**src/rtl/mips_pkg.sv**
```systemverilog
// Shared definitions for the fetch/decode front end.
package mips_pkg;

    localparam int          WORD_W           = 32;
    localparam logic [31:0] INSTR_NOP        = 32'h0000_0000;
    localparam logic [31:0] RESET_PC_DEFAULT = 32'h0000_0000;

    // One fetched instruction together with the byte PC it came from.
    typedef struct packed {
        logic [WORD_W-1:0] instr;
        logic [WORD_W-1:0] pc;
    } fetch_entry_t;

    // Instruction PCs are always word aligned; the low two bits are dropped.
    function automatic logic [WORD_W-1:0] align_pc(input logic [WORD_W-1:0] p);
        return p & 32'hFFFF_FFFC;
    endfunction

endpackage

```
**src/rtl/fetch_queue.sv**
```systemverilog
// Small circular FIFO of fetched instructions between the I-memory and decode.
// Head, count and valid all come straight from flops.
module fetch_queue
    import mips_pkg::*;
#(
    parameter  int DEPTH = 2,
    localparam int PW    = (DEPTH > 1) ? $clog2(DEPTH) : 1,
    localparam int CW    = $clog2(DEPTH + 1)
) (
    input  logic          clk,
    input  logic          rst_n,
    input  logic          push,
    input  fetch_entry_t  push_data,
    input  logic          pop,
    input  logic          flush,
    output logic [CW-1:0] count,
    output logic          valid,
    output fetch_entry_t  head
);

    logic [PW-1:0] wr_ptr_q, wr_ptr_d;
    logic [PW-1:0] rd_ptr_q, rd_ptr_d;
    logic [CW-1:0] count_q, count_d;
    logic          valid_q, valid_d;
    fetch_entry_t  entry_vec [DEPTH];

    function automatic logic [PW-1:0] ptr_inc(input logic [PW-1:0] p);
        if (p == PW'(DEPTH - 1)) begin
            return '0;
        end
        return p + PW'(1);
    endfunction

    // Pointer and occupancy update; a flush overrides any push/pop this cycle.
    always_comb begin
        wr_ptr_d = wr_ptr_q;
        rd_ptr_d = rd_ptr_q;
        count_d  = count_q;
        if (flush) begin
            wr_ptr_d = '0;
            rd_ptr_d = '0;
            count_d  = '0;
        end else begin
            if (push) begin
                wr_ptr_d = ptr_inc(wr_ptr_q);
            end
            if (pop) begin
                rd_ptr_d = ptr_inc(rd_ptr_q);
            end
            count_d = count_q + CW'(push) - CW'(pop);
        end
        valid_d = (count_d != '0);
    end

    // Pointer, count and valid registers.
    always_ff @(posedge clk or negedge rst_n) begin
        if (!rst_n) begin
            wr_ptr_q <= '0;
            rd_ptr_q <= '0;
            count_q  <= '0;
            valid_q  <= 1'b0;
        end else begin
            wr_ptr_q <= wr_ptr_d;
            rd_ptr_q <= rd_ptr_d;
            count_q  <= count_d;
            valid_q  <= valid_d;
        end
    end

    genvar gi;
    generate
        for (gi = 0; gi < DEPTH; gi++) begin : g_entry
            fetch_entry_t entry_q, entry_d;

            // Capture the pushed word when this slot is the write target.
            always_comb begin
                entry_d = entry_q;
                if (push && !flush && (wr_ptr_q == PW'(gi))) begin
                    entry_d = push_data;
                end
            end

            // Storage slot; cleared on reset so the head reads as a NOP at pc 0.
            always_ff @(posedge clk or negedge rst_n) begin
                if (!rst_n) begin
                    entry_q <= '{instr: INSTR_NOP, pc: '0};
                end else begin
                    entry_q <= entry_d;
                end
            end

            assign entry_vec[gi] = entry_q;
        end
    endgenerate

    assign head  = entry_vec[rd_ptr_q];
    assign count = count_q;
    assign valid = valid_q;

endmodule

```
**src/rtl/instr_fetch_stage.sv**
```systemverilog
// Instruction fetch stage: owns the PC, issues synchronous I-memory reads on a
// credit basis so the prefetch queue can never overflow, and restarts fetch on
// datapath redirects.
module instr_fetch_stage
    import mips_pkg::*;
#(
    parameter logic [31:0] RESET_PC = RESET_PC_DEFAULT,
    parameter int          IMEM_AW  = 8,
    parameter int          QDEPTH   = 2
) (
    input  logic               clk,
    input  logic               rst_n,
    output logic               imem_en,
    output logic [IMEM_AW-1:0] imem_addr,
    input  logic [31:0]        imem_rdata,
    output logic               instr_valid,
    output logic [31:0]        instr,
    output logic [31:0]        instr_pc,
    input  logic               instr_ready,
    input  logic               redirect_valid,
    input  logic [31:0]        redirect_pc
);

    localparam int CW = $clog2(QDEPTH + 1);

    logic [31:0]   pc_q, pc_d;
    logic [31:0]   inflight_pc_q, inflight_pc_d;
    logic          inflight_q, inflight_d;

    logic [CW-1:0] q_count;
    logic          q_valid;
    fetch_entry_t  q_head;
    fetch_entry_t  push_entry;

    logic          pop;
    logic          push;
    logic          issue;
    logic [CW:0]   credit_used;

    // Handshake, credit check and return handling. Entries still owed to the
    // queue (in-flight read) count against its capacity; an entry leaving this
    // cycle frees a slot. Holding reset suppresses the read strobe.
    always_comb begin
        pop         = q_valid && instr_ready;
        credit_used = {1'b0, q_count} + (CW+1)'(inflight_q) - (CW+1)'(pop);
        issue       = rst_n && !redirect_valid && (credit_used < (CW+1)'(QDEPTH));
        push        = inflight_q && !redirect_valid;
        push_entry  = '{instr: imem_rdata, pc: inflight_pc_q};
    end

    // PC and in-flight tracking; a redirect wins over sequential fetch.
    always_comb begin
        pc_d          = pc_q;
        inflight_d    = issue;
        inflight_pc_d = inflight_pc_q;
        if (redirect_valid) begin
            pc_d = align_pc(redirect_pc);
        end else if (issue) begin
            pc_d          = pc_q + 32'd4;
            inflight_pc_d = pc_q;
        end
    end

    // PC and in-flight registers.
    always_ff @(posedge clk or negedge rst_n) begin
        if (!rst_n) begin
            pc_q          <= RESET_PC;
            inflight_q    <= 1'b0;
            inflight_pc_q <= '0;
        end else begin
            pc_q          <= pc_d;
            inflight_q    <= inflight_d;
            inflight_pc_q <= inflight_pc_d;
        end
    end

    fetch_queue #(
        .DEPTH (QDEPTH)
    ) u_queue (
        .clk       (clk),
        .rst_n     (rst_n),
        .push      (push),
        .push_data (push_entry),
        .pop       (pop),
        .flush     (redirect_valid),
        .count     (q_count),
        .valid     (q_valid),
        .head      (q_head)
    );

    assign imem_en     = issue;
    assign imem_addr   = pc_q[IMEM_AW+1:2];
    assign instr_valid = q_valid;
    assign instr       = q_head.instr;
    assign instr_pc    = q_head.pc;

endmodule

```
**config.mk**
```make
export PLATFORM = sky130hd
export DESIGN_NAME = instr_fetch_stage
export DESIGN_NICKNAME = d
export VERILOG_FILES = /design/src/rtl/mips_pkg.sv /design/src/rtl/fetch_queue.sv /design/src/rtl/instr_fetch_stage.sv
export SDC_FILE = /design/constraint.sdc
export NUM_CORES = 1
export LEC_CHECK = 0
export BUFFER_PORTS_ARGS = -buffer_cell sky130_fd_sc_hd__buf_2
export CORE_MARGIN = 1.5
export CORE_UTILIZATION = 47
export CTS_CLUSTER_SIZE = 16
export DETAILED_ROUTE_END_ITERATION = 12
export GPL_ROUTABILITY_DRIVEN = 1
export GPL_TIMING_DRIVEN = 0
export PLACE_DENSITY = 0.67
export SLEW_MARGIN = 20
export SYNTH_ARGS = -nofsm -noshare
export SYNTH_HDL_FRONTEND = slang
export SYNTH_SLANG_ARGS = --single-unit
```
**constraint.sdc**
```tcl
create_clock -name clk -period 2.9 [get_ports clk]
set_input_delay 0.29 -clock clk [delete_from_list [all_inputs] [get_ports clk]]
set_output_delay 0.29 -clock clk [all_outputs]
set_load 0.03 [all_outputs]
```
[Word-level counts from Yosys, hierarchy flattened]
Cells that the tools add are included.
Cells by class
  shift-type cells: 0
  bitwise gates (word level): 3
  add/subtract/negate cells: 7
  order comparisons: 2
  mux-type cells: 20
  reduce and logical (&&, ||, !) cells: 13
  equality and inequality tests: 0
  div/mod/pow operators: 0
  multiply operators: 0
Operators by type and width (count)
  64-bit two-way mux: 3
  32-bit two-way mux: 2
  32-bit by 3-bit adder with 32-bit output, second input constant: 1
  1-bit two-way mux: 14
  2-bit nonzero test: 4
  1-bit logical AND: 7
  2-bit by 1-bit adder with 3-bit output: 1
  3-bit by 2-bit < comparator with 1-bit output, second input constant: 1
  3-bit by 1-bit subtractor with 3-bit output: 1
  1-bit adder, second input constant: 2
  2-bit by 1-bit adder with 2-bit output: 1
  2-bit >= comparator, second input constant: 1
  2-bit two-way mux: 1
  1-bit NOT: 2
  1-bit NOT with 2-bit output: 1
  2-bit AND reduction: 1
  2-bit by 1-bit subtractor with 2-bit output: 1
  1-bit logical NOT: 1
Storage, ports and cells
  bits in latches: 0
  bits in writable memories: 0
  word-level logic and storage cells: 56
  memories: 0
  register bits after elaboration: 198
  bits in read-only memories: 0
  input bits: 68

[Longest topological paths before layout]
Gate-level depths: netlist of run 1.
  depth in word-level cells: 7
  depth in mapped cells: 10
  gate-level depth less buffers: 9

[Cells and area by module]
Synthesis of run 1 repeated with hierarchy kept, for this count alone.
Unflattened totals
  cell total of the unflattened synthesis: 727
  area, all modules: 9350.2 µm²
By module, submodules not included
  fetch_queue: area each 6077.1 µm², times used 1, cells an instance 361
  instr_fetch_stage: area each 3273.1 µm², times used 1, cells an instance 366

[Worst setup path before layout of run 1]
Ideal clock, no wire load.
  path type: register to register
  start point: reg u_queue.valid_q, in the netlist u_queue.valid
  end point: reg pc_q[25]
  required time: 2.831 ns
  buffers on the path: 0
  arrival: 2.820 ns
  cell stages (with the launch flop): 10
  period minus slack after synthesis: 2.890 ns
  setup slack: 0.010 ns
  setup time: 0.069 ns
  cells stage by stage: dfrtp_1 and2_1 ha_1 inv_1 nand2_1 fa_1 xor2_1 or4_4 or4_1 nand3_1
Between the ends
  cells in the longest elaborated chain, start to end: 5
RTL lines
  start, declared: RTL line fetch_queue.sv:24  | logic valid_q, valid_d;
  start signal, assigned: RTL line fetch_queue.sv:66  | valid_q <= valid_d;
  1-bit logical AND: RTL line instr_fetch_stage.sv:44  | pop = q_valid && instr_ready;
  3-bit by 1-bit subtractor with 3-bit output: RTL line instr_fetch_stage.sv:45  | credit_used = {1'b0, q_count} + (CW+1)'(inflight_q) - (CW+1)'(pop);
  3-bit by 2-bit < comparator with 1-bit output: RTL line instr_fetch_stage.sv:46  | issue = rst_n && !redirect_valid && (credit_used < (CW+1)'(QDEPTH));
  1-bit logical AND: RTL line instr_fetch_stage.sv:46
  2-bit nonzero test (no line)
  end signal, assigned: RTL line instr_fetch_stage.sv:71  | pc_q <= pc_d;
  end, declared: RTL line instr_fetch_stage.sv:26  | logic [31:0] pc_q, pc_d;
No other way between the ends.
A chain may end at the register's enable or synchronous reset.

[Worst setup path in the final report of run 1]
  start point: reg u_queue.valid_q, in the netlist u_queue.valid
  end point: out imem_en
Between the ends
  cells in the longest elaborated chain, start to end: 4
RTL lines
  1-bit logical AND: RTL line instr_fetch_stage.sv:44
  3-bit by 1-bit subtractor with 3-bit output: RTL line instr_fetch_stage.sv:45
  3-bit by 2-bit < comparator with 1-bit output: RTL line instr_fetch_stage.sv:46
  1-bit logical AND: RTL line instr_fetch_stage.sv:46
  end, declared: RTL line instr_fetch_stage.sv:13  | output logic imem_en,
No other way between the ends.

==> metrics.md, run 1 <==
| Metric | Value |
|---|---|
| Compound-gate portion of the synthesized area | 0.0374 |
| Routed vias/inst | between 5 and 6 |
| Peak Freq | approximately 360 MHz |
| Cell count after placement | 1,039 |
| Cells after synthesis | 672 |
| Crit path required time | between 2 and 3 ns |
| Leakage power summed over all cells | 4.79 nW |
| Number of antenna-violating nets in the routed design | 0 |
| Most common cell after layout, fill and taps aside | sky130_fd_sc_hd__mux2_2 |
| Endpoint type of the worst setup path | output port |
| Critical path, cell by cell | and2_4 -> ha_4 -> inv_2 -> nand2_1 -> fa_2 -> nand2_4 -> nor3_4 -> buf_6 -> buf_6 |
| Area share of the leading cell type in the synthesized netlist | 0.543 |
| Leading cell types by total area after synthesis | sky130_fd_sc_hd__dfrtp_1, sky130_fd_sc_hd__mux2_2, sky130_fd_sc_hd__nand3_1 |
| Detailed Route WL | 20,200 um |
| TNS Setup | 0 ns |
| Count of distinct cell types in the synthesized netlist | 42 |
| Wire length of the first global-routing pass | roughly 33,000 um |
| Combinational family with the most area after synthesis | multiplexers |
| Core Util, Final | 0.582 |
| Maximum VDD drop | 0.509 mV |
| Flop-to-flop setup slack | 0.11 ns |
| Critical Path End | imem_en |
| Area growth, synth to finish | 20.6% |
| Number of sinks on the clock net | 190 |
| Port Buffers | 136 |
| Maximum single-stage delay on the critical path | just over 0.6 ns |
| Proportion of register bits with asynchronous set or reset after synthesis | 1.00 |
| Metal3 WL | 990 um |
| WP buf/inv | 3 |
| Cell row count | just under 50 |
| Placer Congestion | 0.900 |
| Adder-Cell Fraction of Synth Area | 0.00800 |
| Reg-to-reg endpoint | pc_q[18] |
| DRT met1 WL | 8580 um |
| Clock latency on the worst-skew pair | 0.43 ns |
| Largest net degree at the start of global routing | 104 |
| Largest fanout on the critical path | 5 |
| Non-Filler Cell Area, Final | ~11,000 um^2 |
| Register clock-pin slew on the reported worst setup and hold paths | ~0.070 ns |
| Number of hold-slack violations in the final timing report | 0 |
| Relative max-transition margin | 0.451 |
| Worst setup path start | u_queue.valid |
| Fin. max-slew vios | 0 |
| Standard cell core area | roughly 18,000 um^2 |
| Top flip-flop cell by instance count after synthesis | sky130_fd_sc_hd__dfrtp_1 |
| Violated checks | design-rule violations |
| Summed instance area of the synthesized netlist | between 8000 and 9000 um^2 |
| Root buffer selected by CTS | sky130_fd_sc_hd__clkbuf_16 |
| DIE WIDTH | around 140 um |
| Reg2Reg Launch Point | u_queue.valid |
| Post-synthesis xor/xnor area fraction | 0.0110 |
| Outcome | complete, but fails checks |
| Maximum buffer depth of the clock tree | 2 |
| Cts bufs inserted | 17 |
| Number of cells traversed by the worst register-to-register path | 10 |
| Commonest non-fill, non-tap cells in the layout | sky130_fd_sc_hd__mux2_2, sky130_fd_sc_hd__dfrtp_1, sky130_fd_sc_hd__buf_2, sky130_fd_sc_hd__nand2_1, sky130_fd_sc_hd__buf_4 |
| Floorplan die area | 19,500 um^2 |
| Biggest area consumer among synthesized cells | sky130_fd_sc_hd__dfrtp_1 |
| Routed length per instance | 18.6 um |
| Worst clock skew on the final layout | 0.0111 ns |
| Startpoint kind of the worst setup timing path | flip-flop |
| Leftover overflow at the end of global routing | 0 |
| Mean post-synth cell area | ~13 um^2 |
| Die outline height | 140 um |
| Number of maximum-capacitance violations | 0 |
| Number of top-level pins | between 100 and 150 |
| Layout cell share with drive strength beyond 1 | 0.511 |
| Number of detailed-routing iterations run before antenna repair | 9 |
| Min-Delay Path Class | in -> reg |
| Slew of the pin with the lowest slew margin | 0.824 ns |
| Iter 0 DRT Violations | roughly 400 |
| Final-layout worst hold slack | 0.0727 ns |
| Fraction of the mapped netlist area in simple logic gates | 0.0913 |
| Net count, final | 919 |
| Number of global-route vias before repair | 6,180 |
| Vias post-DR | 6,132 |
| WL met2 | 10,100 um |
| Total track usage | 0.214 |
| Number of H-tree levels | 4 |
| Number of cells in the finished layout apart from fillers | ~1,100 |
| Critical path arrival | 2.51 ns |
| Number of logic stages on the critical path including buffering | 9 |
| Number of warning messages in the yosys log | 0 |
| Placed Instance Area | 9770 um^2 |
| Setup violations, final | 0 |
| Placed wire-length estimate after detailed placement | 14,200 um |
| Number of antenna violations at the first check in global routing | 0 |
| Sequential area share after synthesis | 0.543 |
| Cell with the largest stage delay on the worst path | sky130_fd_sc_hd__fa_2 |
| Kind of cell with the highest combined delay on the critical path | adder cells |
| PD cells | 1030 nW/um^2 |
| Number of design rule violations left after detail routing | 13 |
| Most Frequent Cell on Critical Path | sky130_fd_sc_hd__buf_6 |
| Top Metal Used | met4 |
| Synth Register Bits | between 150 and 200 |
| Share of synthesized area spent on multiplexers | 0.279 |
| Number of diodes added for antenna fixing | 0 |
| Number of synthesized flops with an enable pin | 0 |
| Clock tree from TritonCTS | yes |
| Period minus WS final | between 2 and 3 ns |
| Starting Density | 0.483 |
| Critical Setup Path Class | reg -> out |
| Final period util | 0.966 |
## worst min-delay path by stage
stage | start | endpoint | slack (ns) | cells after the start
floorplan | rst_n | inflight_pc_q[10] | -0.006 | 0
global placement | u_queue.entry_vec[50] | u_queue.entry_vec[50] | 0.48 | 1
detailed placement | rst_n | u_queue.entry_vec[35] | 0.34 | 1
CTS | redirect_pc[8] | pc_q[8] | 0.06 | 3
global route | redirect_pc[6] | pc_q[6] | 0.08 | 3
finish | redirect_pc[8] | pc_q[8] | 0.07 | 3
## Yosys cell counts, types with 6 or more instances
library cell               number
sky130_fd_sc_hd__a31oi_1        8
sky130_fd_sc_hd__and4_1         6
sky130_fd_sc_hd__buf_2         10
sky130_fd_sc_hd__buf_4         11
sky130_fd_sc_hd__clkbuf_1      25
sky130_fd_sc_hd__dfrtp_1      190
sky130_fd_sc_hd__inv_1          6
sky130_fd_sc_hd__mux2_2       216
sky130_fd_sc_hd__nand2_1       32
sky130_fd_sc_hd__nand3_1       25
sky130_fd_sc_hd__nand4_1       17
sky130_fd_sc_hd__nor2_1        15
sky130_fd_sc_hd__nor2b_1        8
sky130_fd_sc_hd__nor3_1         7
sky130_fd_sc_hd__o21ai_0       10
sky130_fd_sc_hd__o31ai_1       10
sky130_fd_sc_hd__or4_1         15
sky130_fd_sc_hd__xnor2_1        9
## what timing repair did
item                       CTS  global route
setup endpoints to repair   43            44
hold buffers                 1             0
gates cloned                 0             1
hold endpoints to repair    87             0
setup buffers                4            11
pin swaps                    3             3
gates resized for setup      9            15
## tightest hold or removal path, cell delays in order
cell and delay, ns:
sky130_fd_sc_hd__buf_2 0.07, sky130_fd_sc_hd__nand2_1 0.04, sky130_fd_sc_hd__o21ai_0 0.06
## per-stage QoR
| step | setup WS, ns | power [mW] |
|---|---|---|
| 3_5_place_dp | -0.254 | 8.49 |
| 2_1_floorplan | 0.0104 | 7.37 |
| 4_1_cts | -0.168 | 10.9 |
| 5_1_grt | -0.0172 | 11.5 |
| 3_3_place_gp | -2.61 | 8.28 |
| 6_report | 0.0983 | 10.9 |
## routing by layer
layer | vias to the layer above | global-route usage
met4 | 0 | 0.0778
met1 | 3136 | 0.281
met3 | 29 | 0.0365
met2 | 169 | 0.360
met5 | - | 0
li1 | 2798 | -
## registers in the layout, indices dropped and copies added, names as in the netlist
register and cells:
u_queue.rd_ptr_q 1, u_queue.count 2, inflight_pc_q 30, inflight_q 1, u_queue.entry_vec 124, pc_q 30, u_queue.wr_ptr_q 1, u_queue.valid 1
## kinds of logic (layout without fill, tap and decap cells)
kind of cell / after synthesis / in the layout
muxes: 217 / 217
DFF: 190 / 190
and+or+nand+nor: 145 / 145
buffers and inverters: 56 / 242
AOI/OAI and AO/OA: 47 / 47
xor gates and xnor gates: 11 / 11
adders and majority gates: 5 / 5
other: 1 / 2
## cell type report
class	instances	area, um^2
Tap cell	229	287
Clock buffer	19	453
Buffer	49	253
Clock inverter	13	131
Multi-Input combinational cell	427	3800
Timing Repair Buffer	154	856
Inverter	7	26.3
Fill cell	1523	7580
Sequential cell	190	4750
## power by group
group | total [mW] | internal, mW | switching (mW)
combinational | 4.22 | 1.97 | 2.25
sequential | 4.35 | 3.72 | 0.625
clock | 2.30 | 1.25 | 1.05
total | 10.9 | 6.95 | 3.93
Note: power is estimated with default switching activity, not from simulation.
==> inputs of run 2 (changes only) <==
- CORE_UTILIZATION: 47 -> 55
- PLACE_DENSITY: 0.67 -> 0.77
==> metrics.md, run 2 (same netlist as run 1, synthesis figures left out) <==
| Metric | Value |
|---|---|
| Outcome | completed (was complete, but fails checks) |
| Port Buffers | 136 (unchanged) |
| Leakage power summed over all cells | 4.80 nW (was 4.79 nW) |
| Number of detailed-routing iterations run before antenna repair | 5 (was 9) |
| Startpoint of the worst hold path | redirect_pc[7] (was redirect_pc[8]) |
| Relative max-transition margin | 0.432 (was 0.451) |
| Wire length of the first global-routing pass | 32,100 um (was 32,800 um) |
| Root buffer selected by CTS | sky130_fd_sc_hd__clkbuf_16 (unchanged) |
| Net count, final | 914 (was 919) |
| Final period util | 0.982 (was 0.966) |
| Routed vias/inst | 5.76 (was 5.64) |
| DIE WIDTH | 129 um (was 140 um) |
| Floorplan die area | 16,700 um^2 (was 19,500 um^2) |
| Peak Freq | 351 MHz (was 357 MHz) |
| Setup violations, final | 0 (unchanged) |
| Endpoint type of the worst setup path | flip-flop (was output port) |
| Reg2Reg Launch Point | u_queue.valid (unchanged) |
| Commonest non-fill, non-tap cells in the layout | sky130_fd_sc_hd__mux2_2, sky130_fd_sc_hd__dfrtp_1, sky130_fd_sc_hd__buf_2, sky130_fd_sc_hd__nand2_1, sky130_fd_sc_hd__nand3_1 (was sky130_fd_sc_hd__mux2_2, sky130_fd_sc_hd__dfrtp_1, sky130_fd_sc_hd__buf_2, sky130_fd_sc_hd__nand2_1, sky130_fd_sc_hd__buf_4) |
| Number of global-route vias before repair | 6,486 (was 6,180) |
| Iter 0 DRT Violations | 372 (was 402) |
| Maximum buffer depth of the clock tree | 2 (unchanged) |
| Number of maximum-capacitance violations | 0 (unchanged) |
| Number of H-tree levels | 4 (unchanged) |
| Layout cell share with drive strength beyond 1 | 0.508 (was 0.511) |
| Number of sinks on the clock net | 190 (unchanged) |
| Largest fanout on the critical path | 6 (was 5) |
| Largest net degree at the start of global routing | 71 (was 104) |
| Worst Setup Slack, final | 0.0509 ns (was 0.0983 ns) |
| Cell row count | 45 (was 49) |
| Number of hold-slack violations in the final timing report | 0 (unchanged) |
| Startpoint kind of the worst setup timing path | flip-flop (unchanged) |
| Total power | 11.0 mW (was 10.9 mW) |
| Pre-CTS setup slack | -0.292 ns (was -0.254 ns) |
| Crit path required time | 3.22 ns (was 2.61 ns) |
| Most common cell after layout, fill and taps aside | sky130_fd_sc_hd__mux2_2 (unchanged) |
| Standard cell core area | 15,400 um^2 (was 18,100 um^2) |
| Flop-to-flop setup slack | 0.05 ns (was 0.11 ns) |
| Min-Delay Path Class | in -> reg (unchanged) |
| Placed wire-length estimate after detailed placement | 13,900 um (was 14,200 um) |
| Fin. max-slew vios | 0 (unchanged) |
| Vias post-DR | 6,137 (was 6,132) |
| Starting Density | 0.570 (was 0.483) |
| Flip-flop count of the largest register after layout | 124 (unchanged) |
| Register clock-pin slew on the reported worst setup and hold paths | 0.07 ns (about the same) |
| Number of cells traversed by the worst register-to-register path | 9 (was 10) |
| Number of top-level pins | 142 (unchanged) |
| Critical path arrival | 3.17 ns (was 2.51 ns) |
| Maximum VDD drop | 0.471 mV (was 0.509 mV) |
| Worst setup path start | u_queue.valid (unchanged) |
| Clock latency on the worst-skew pair | 0.43 ns (about the same) |
| Die outline height | 129 um (was 140 um) |
| Cts bufs inserted | 17 (unchanged) |
| Placer Congestion | 0.894 (was 0.900) |
| Slew of the pin with the lowest slew margin | 0.852 ns (was 0.824 ns) |
| Filler Cell Count | 1,113 (was 1,523) |
| PD cells | 1040 nW/um^2 (was 1030 nW/um^2) |
| Leftover overflow at the end of global routing | 0 (unchanged) |
| Total track usage | 0.250 (was 0.214) |
| Number of design rule violations left after detail routing | 0 (was 13) |
| Clock tree from TritonCTS | yes (unchanged) |
| Reg-to-reg endpoint | pc_q[27] (was pc_q[18]) |
| Number of antenna-violating nets in the routed design | 0 (unchanged) |
| Number of antenna violations at the first check in global routing | 0 (unchanged) |
| Critical Setup Path Class | reg -> reg (was reg -> out) |
| Period minus WS final | 2.85 ns (was 2.80 ns) |
| Area growth, synth to finish | 21.0% (was 20.6%) |
| Critical Path End | pc_q[27] (was imem_en) |
| Routed length per instance | 18.7 um (was 18.6 um) |
| Detailed Route WL | 19,900 um (was 20,200 um) |
| Number of diodes added for antenna fixing | 0 (unchanged) |
| Worst clock skew on the final layout | 0.00945 ns (was 0.0111 ns) |
run 2: cell types whose count changed in the layout (fill, tap and decap cells not counted), sizes merged:
cell    previous run  this run
clkinv             5         1
inv               11        15
bufinv             1         3
clkbuf            45        44
buf              176       170
run 2: layer usage:
metal / up-vias / GRT usage / part of all wire
met5: - / 0 / 0
met4: 0 / 0.105 / 0.019
met3: 31 / 0.0533 / 0.059
met2: 232 / 0.433 / 0.51
met1: 3064 / 0.305 / 0.41
li1: 2810 / - / -
run 2: layout make-up:
class | instances | area, um^2 | share of cell area
multi-input combinational | 427 | 3810 | 0.360
clock inverter | 15 | 196 | 0.0185
tap | 211 | 264 | 0.0249
sequential | 190 | 4750 | 0.449
clock buffer | 17 | 425 | 0.0401
buffer | 49 | 250 | 0.0236
inverter | 7 | 26.3 | 0.00248
timing repair buffer | 149 | 871 | 0.0822
run 2: power by group:
part           internal (mW)  switching, mW
Sequential              3.72          0.647
Combinational           1.97           2.26
Clock                   1.39           1.06
Total                   7.08           3.96
run 2: what timing repair did:
action	4_1_cts	5_1_grt
endpoints found under the setup margin	42	40
pin swaps	3	7
endpoints found under the hold margin	56	0
hold buffers	2	0
cloned	0	1
gates resized for setup	3	21
setup buffers	2	6
run 2: critical path, stage by stage (launching register included):
cell and delay, ns:
sky130_fd_sc_hd__dfrtp_1 0.39, sky130_fd_sc_hd__and2_4 0.18, sky130_fd_sc_hd__ha_4 0.21, sky130_fd_sc_hd__inv_2 0.06
sky130_fd_sc_hd__nand2_2 0.05, sky130_fd_sc_hd__fa_2 0.61, sky130_fd_sc_hd__nand4_1 0.16, sky130_fd_sc_hd__or4_4 0.60
sky130_fd_sc_hd__o211a_1 0.22, sky130_fd_sc_hd__a211o_1 0.25
run 2: how the worst min path moves through the flow:
stage | slack, ns | to | cells after the start
final | 0.07 | pc_q[7] | 3
after global routing | 0.07 | pc_q[10] | 3
after CTS | 0.06 | pc_q[7] | 3
after detailed placement | 0.24 | u_queue.entry_vec[124] | 1
after global placement | 0.48 | u_queue.entry_vec[56] | 1
after floorplan | -0.006 | inflight_pc_q[10] | 0
run 2: stage by stage:
stage,instances,utilization,area (um^2),hold WS [ns],TNS [ns]
global placement,1020,0.632,9710,0.481,-390.39
global route,1065,0.690,10600,0.0713,-0.00222
finish,1065,0.690,10600,0.0711,0
CTS,1058,0.681,10500,0.0588,-0.349
floorplan,673,-,8760,-0.00559,0
detailed placement,1022,0.636,9770,0.239,-6.94
==> inputs of run 3 (changes only) <==
- PLACE_DENSITY: 0.77 -> 0.76
==> metrics.md, run 3 (same netlist as run 1, synthesis figures left out) <==
| Metric | Value |
|---|---|
| Cell count after placement | 1,021 (was 1,022) |
| Final period util | 0.970 (was 0.982) |
| Total track usage | 0.253 (was 0.250) |
| Maximum VDD drop | 0.479 mV (was 0.471 mV) |
| Net switching share of the total power | 0.350 (was 0.359) |
| Iter 0 DRT Violations | 347 (was 372) |
| Peak Freq | 356 MHz (was 351 MHz) |
| Standard cell core area | 15,400 um^2 (unchanged) |
| Clock tree from TritonCTS | yes (unchanged) |
| Detailed Route WL | 20,200 um (was 19,900 um) |
| Number of diodes added for antenna fixing | 0 (unchanged) |
| Largest net degree at the start of global routing | 108 (was 71) |
| Register clock-pin slew on the reported worst setup and hold paths | 0.07 ns (about the same) |
| Root buffer selected by CTS | sky130_fd_sc_hd__clkbuf_16 (unchanged) |
| Non-Filler Cell Area, Final | 10,600 um^2 (about the same) |
| Setup violations, final | 0 (unchanged) |
| Vias post-DR | 6,152 (was 6,137) |
| Port Buffers | 136 (unchanged) |
| Largest fanout on the critical path | 5 (was 6) |
| Most common cell after layout, fill and taps aside | sky130_fd_sc_hd__mux2_2 (unchanged) |
| Global-route met3 utilization | 0.0533 (unchanged) |
| Number of top-level pins | 142 (unchanged) |
| Routed vias/inst | 5.77 (was 5.76) |
| Share of total power in sequential cells | 0.393 (was 0.396) |
| Reg2Reg Launch Point | u_queue.valid (unchanged) |
| Critical Path End | pc_q[27] (unchanged) |
| Critical Setup Path Class | reg -> reg (unchanged) |
| Met2 usage | 0.425 (was 0.433) |
| Logic pwr share | 0.378 (was 0.383) |
| Total power | 11.2 mW (was 11.0 mW) |
| Filler Cell Count | 1,134 (was 1,113) |
| Most Frequent Cell on Critical Path | sky130_fd_sc_hd__buf_4 |
| Min-Delay Path Class | in -> reg (unchanged) |
| Leakage power summed over all cells | 4.81 nW (was 4.80 nW) |
| Slew of the pin with the lowest slew margin | 0.810 ns (was 0.852 ns) |
| Leftover overflow at the end of global routing | 0 (unchanged) |
| Cell with the largest stage delay on the worst path | sky130_fd_sc_hd__or4_4 (was sky130_fd_sc_hd__fa_2) |
| Worst clock skew on the final layout | 0.00568 ns (was 0.00945 ns) |
| Placed wire-length estimate after detailed placement | 14,000 um (was 13,900 um) |
| Maximum buffer depth of the clock tree | 2 (unchanged) |
| PD cells | 1050 nW/um^2 (was 1040 nW/um^2) |
| Flip-flop count of the largest register after layout | 124 (unchanged) |
| Clock latency on the worst-skew pair | 0.43 ns (about the same) |
| Routed length per instance | 18.9 um (was 18.7 um) |
| Critical path, cell by cell | and2_4 -> ha_4 -> inv_2 -> nand2_2 -> fa_2 -> buf_4 -> nand4_1 -> or4_4 -> buf_4 -> nor4_2 -> a211o_1 (was and2_4 -> ha_4 -> inv_2 -> nand2_2 -> fa_2 -> nand4_1 -> or4_4 -> o211a_1 -> a211o_1) |
| Outcome | completed (unchanged) |
| Critical path arrival | 3.18 ns (was 3.17 ns) |
| Area growth, synth to finish | 21.0% (about the same) |
| Net count, final | 916 (was 914) |
| Number of logic stages on the critical path including buffering | 11 (was 9) |
| Fin. max-slew vios | 0 (unchanged) |
| Period minus WS final | 2.81 ns (was 2.85 ns) |
| Share of power burned in the clock network | 0.229 (was 0.221) |
| Floorplan die area | 16,700 um^2 (unchanged) |
| Cell row count | 45 (unchanged) |
| DIE WIDTH | 129 um (unchanged) |
| Layout cell share with drive strength beyond 1 | 0.513 (was 0.508) |
| Number of hold-slack violations in the final timing report | 0 (unchanged) |
| Endpoint type of the worst setup path | flip-flop (unchanged) |
| Worst setup path start | u_queue.valid (unchanged) |
| Worst Setup Slack, final | 0.0873 ns (was 0.0509 ns) |
| Number of cells traversed by the worst register-to-register path | 11 (was 9) |
| Relative max-transition margin | 0.460 (was 0.432) |
| Number of maximum-capacitance violations | 0 (unchanged) |
| Number of sinks on the clock net | 190 (unchanged) |
| Commonest non-fill, non-tap cells in the layout | sky130_fd_sc_hd__mux2_2, sky130_fd_sc_hd__dfrtp_1, sky130_fd_sc_hd__buf_2, sky130_fd_sc_hd__nand2_1, sky130_fd_sc_hd__buf_4 (was sky130_fd_sc_hd__mux2_2, sky130_fd_sc_hd__dfrtp_1, sky130_fd_sc_hd__buf_2, sky130_fd_sc_hd__nand2_1, sky130_fd_sc_hd__nand3_1) |
| Switching power summed over all nets | 3.91 mW (was 3.96 mW) |
| Number of detailed-routing iterations run before antenna repair | 5 (unchanged) |
| Combined flip-flop and latch cell area | 4750 um^2 (unchanged) |
| Starting Density | 0.570 (unchanged) |
| Maximum single-stage delay on the critical path | 0.61 ns (about the same) |
| Cts bufs inserted | 17 (unchanged) |
| Kind of cell with the highest combined delay on the critical path | simple AND/OR/NAND/NOR gates (unchanged) |
| Number of H-tree levels | 4 (unchanged) |
| Crit path required time | 3.27 ns (was 3.22 ns) |
| GR peak layer | met2 (unchanged) |
| Placer Congestion | 0.874 (was 0.894) |
| Total area of multi-input combinational cells | 3820 um^2 (was 3810 um^2) |
| Number of antenna violations at the first check in global routing | 0 (unchanged) |
| Met1 usage | 0.326 (was 0.305) |
| Number of cells in the finished layout apart from fillers | 1,067 (was 1,065) |
| Flop-to-flop setup slack | 0.09 ns (was 0.05 ns) |
| Reg-to-reg endpoint | pc_q[27] (unchanged) |
| Number of antenna-violating nets in the routed design | 0 (unchanged) |
| Number of design rule violations left after detail routing | 0 (unchanged) |
| Pre-CTS setup slack | -0.257 ns (was -0.292 ns) |
| WP buf/inv | 3 (was 1) |
| Wire length of the first global-routing pass | 32,300 um (was 32,100 um) |
| Die outline height | 129 um (unchanged) |
| Number of global-route vias before repair | 6,312 (was 6,486) |
| Placed Instance Area | 9750 um^2 (was 9770 um^2) |
| Startpoint kind of the worst setup timing path | flip-flop (unchanged) |
| Internal | 7.25 mW (was 7.08 mW) |
==> run 3: cell type report <==
type                            instances  area share
Clock buffer                           19      0.0418
Sequential cell                       190       0.448
Tap cell                              211      0.0249
Multi-Input combinational cell        427       0.360
Timing Repair Buffer                  151      0.0785
Inverter                                7     0.00248
Clock inverter                         13      0.0198
Buffer                                 49      0.0241
==> run 3: worst register-to-register path, cell delays in order, from the launching register on <==
cell                      delay [ns]
sky130_fd_sc_hd__dfrtp_1        0.38
sky130_fd_sc_hd__and2_4         0.15
sky130_fd_sc_hd__ha_4           0.20
sky130_fd_sc_hd__inv_2          0.05
sky130_fd_sc_hd__nand2_2        0.05
sky130_fd_sc_hd__fa_2           0.55
sky130_fd_sc_hd__buf_4          0.12
sky130_fd_sc_hd__nand4_1        0.13
sky130_fd_sc_hd__or4_4          0.61
sky130_fd_sc_hd__buf_4          0.17
sky130_fd_sc_hd__nor4_2         0.22
sky130_fd_sc_hd__a211o_1        0.13
==> run 3: worst min path at each step <==
| stage | startpoint | to | slack, ns | cells after the start |
|---|---|---|---|---|
| floorplan | rst_n | inflight_pc_q[10] | -0.006 | 0 |
| global placement | u_queue.entry_vec[55] | u_queue.entry_vec[55] | 0.48 | 1 |
| detailed placement | rst_n | u_queue.entry_vec[53] | 0.33 | 1 |
| CTS | redirect_pc[5] | pc_q[5] | 0.05 | 3 |
| global route | redirect_pc[11] | pc_q[11] | 0.07 | 3 |
| finish | redirect_pc[5] | pc_q[5] | 0.06 | 3 |
==> run 3: power by group through the flow <==
| stage | Combinational, mW | Clock, mW | Sequential, mW |
|---|---|---|---|
| 2_1_floorplan | 3.19 | 0 | 4.18 |
| 3_3_place_gp | 3.95 | 0 | 4.29 |
| 3_5_place_dp | 4.09 | 0 | 4.41 |
| 4_1_cts | 4.21 | 2.60 | 4.37 |
| 5_1_grt | 4.51 | 2.70 | 4.52 |
| 6_report | 4.22 | 2.56 | 4.38 |
==> run 3: through the flow <==
| step | utilization | setup TNS (ns) | hold slack (ns) |
|---|---|---|---|
| after floorplan | - | 0 | -0.00559 |
| after global placement | 0.632 | -380.60 | 0.480 |
| after detailed placement | 0.634 | -5.68 | 0.329 |
| after CTS | 0.685 | 0 | 0.0499 |
| after global routing | 0.690 | -0.00347 | 0.0686 |
| final | 0.690 | 0 | 0.0598 |
==> run 3: repair_timing <==
action                     CTS  global route
setup endpoints to repair   41            19
hold endpoints to repair    83             0
pin swaps                    6             7
buffers inserted             7             6
hold buffers                 1             0
gates resized for setup     16            14
==> run 3: metal layers <==
metal  wire length (um)  vias up
met5                  0        -
met4                449        0
met3               1190       32
met2               9930      224
met1               8610     3088
li1                   -     2808
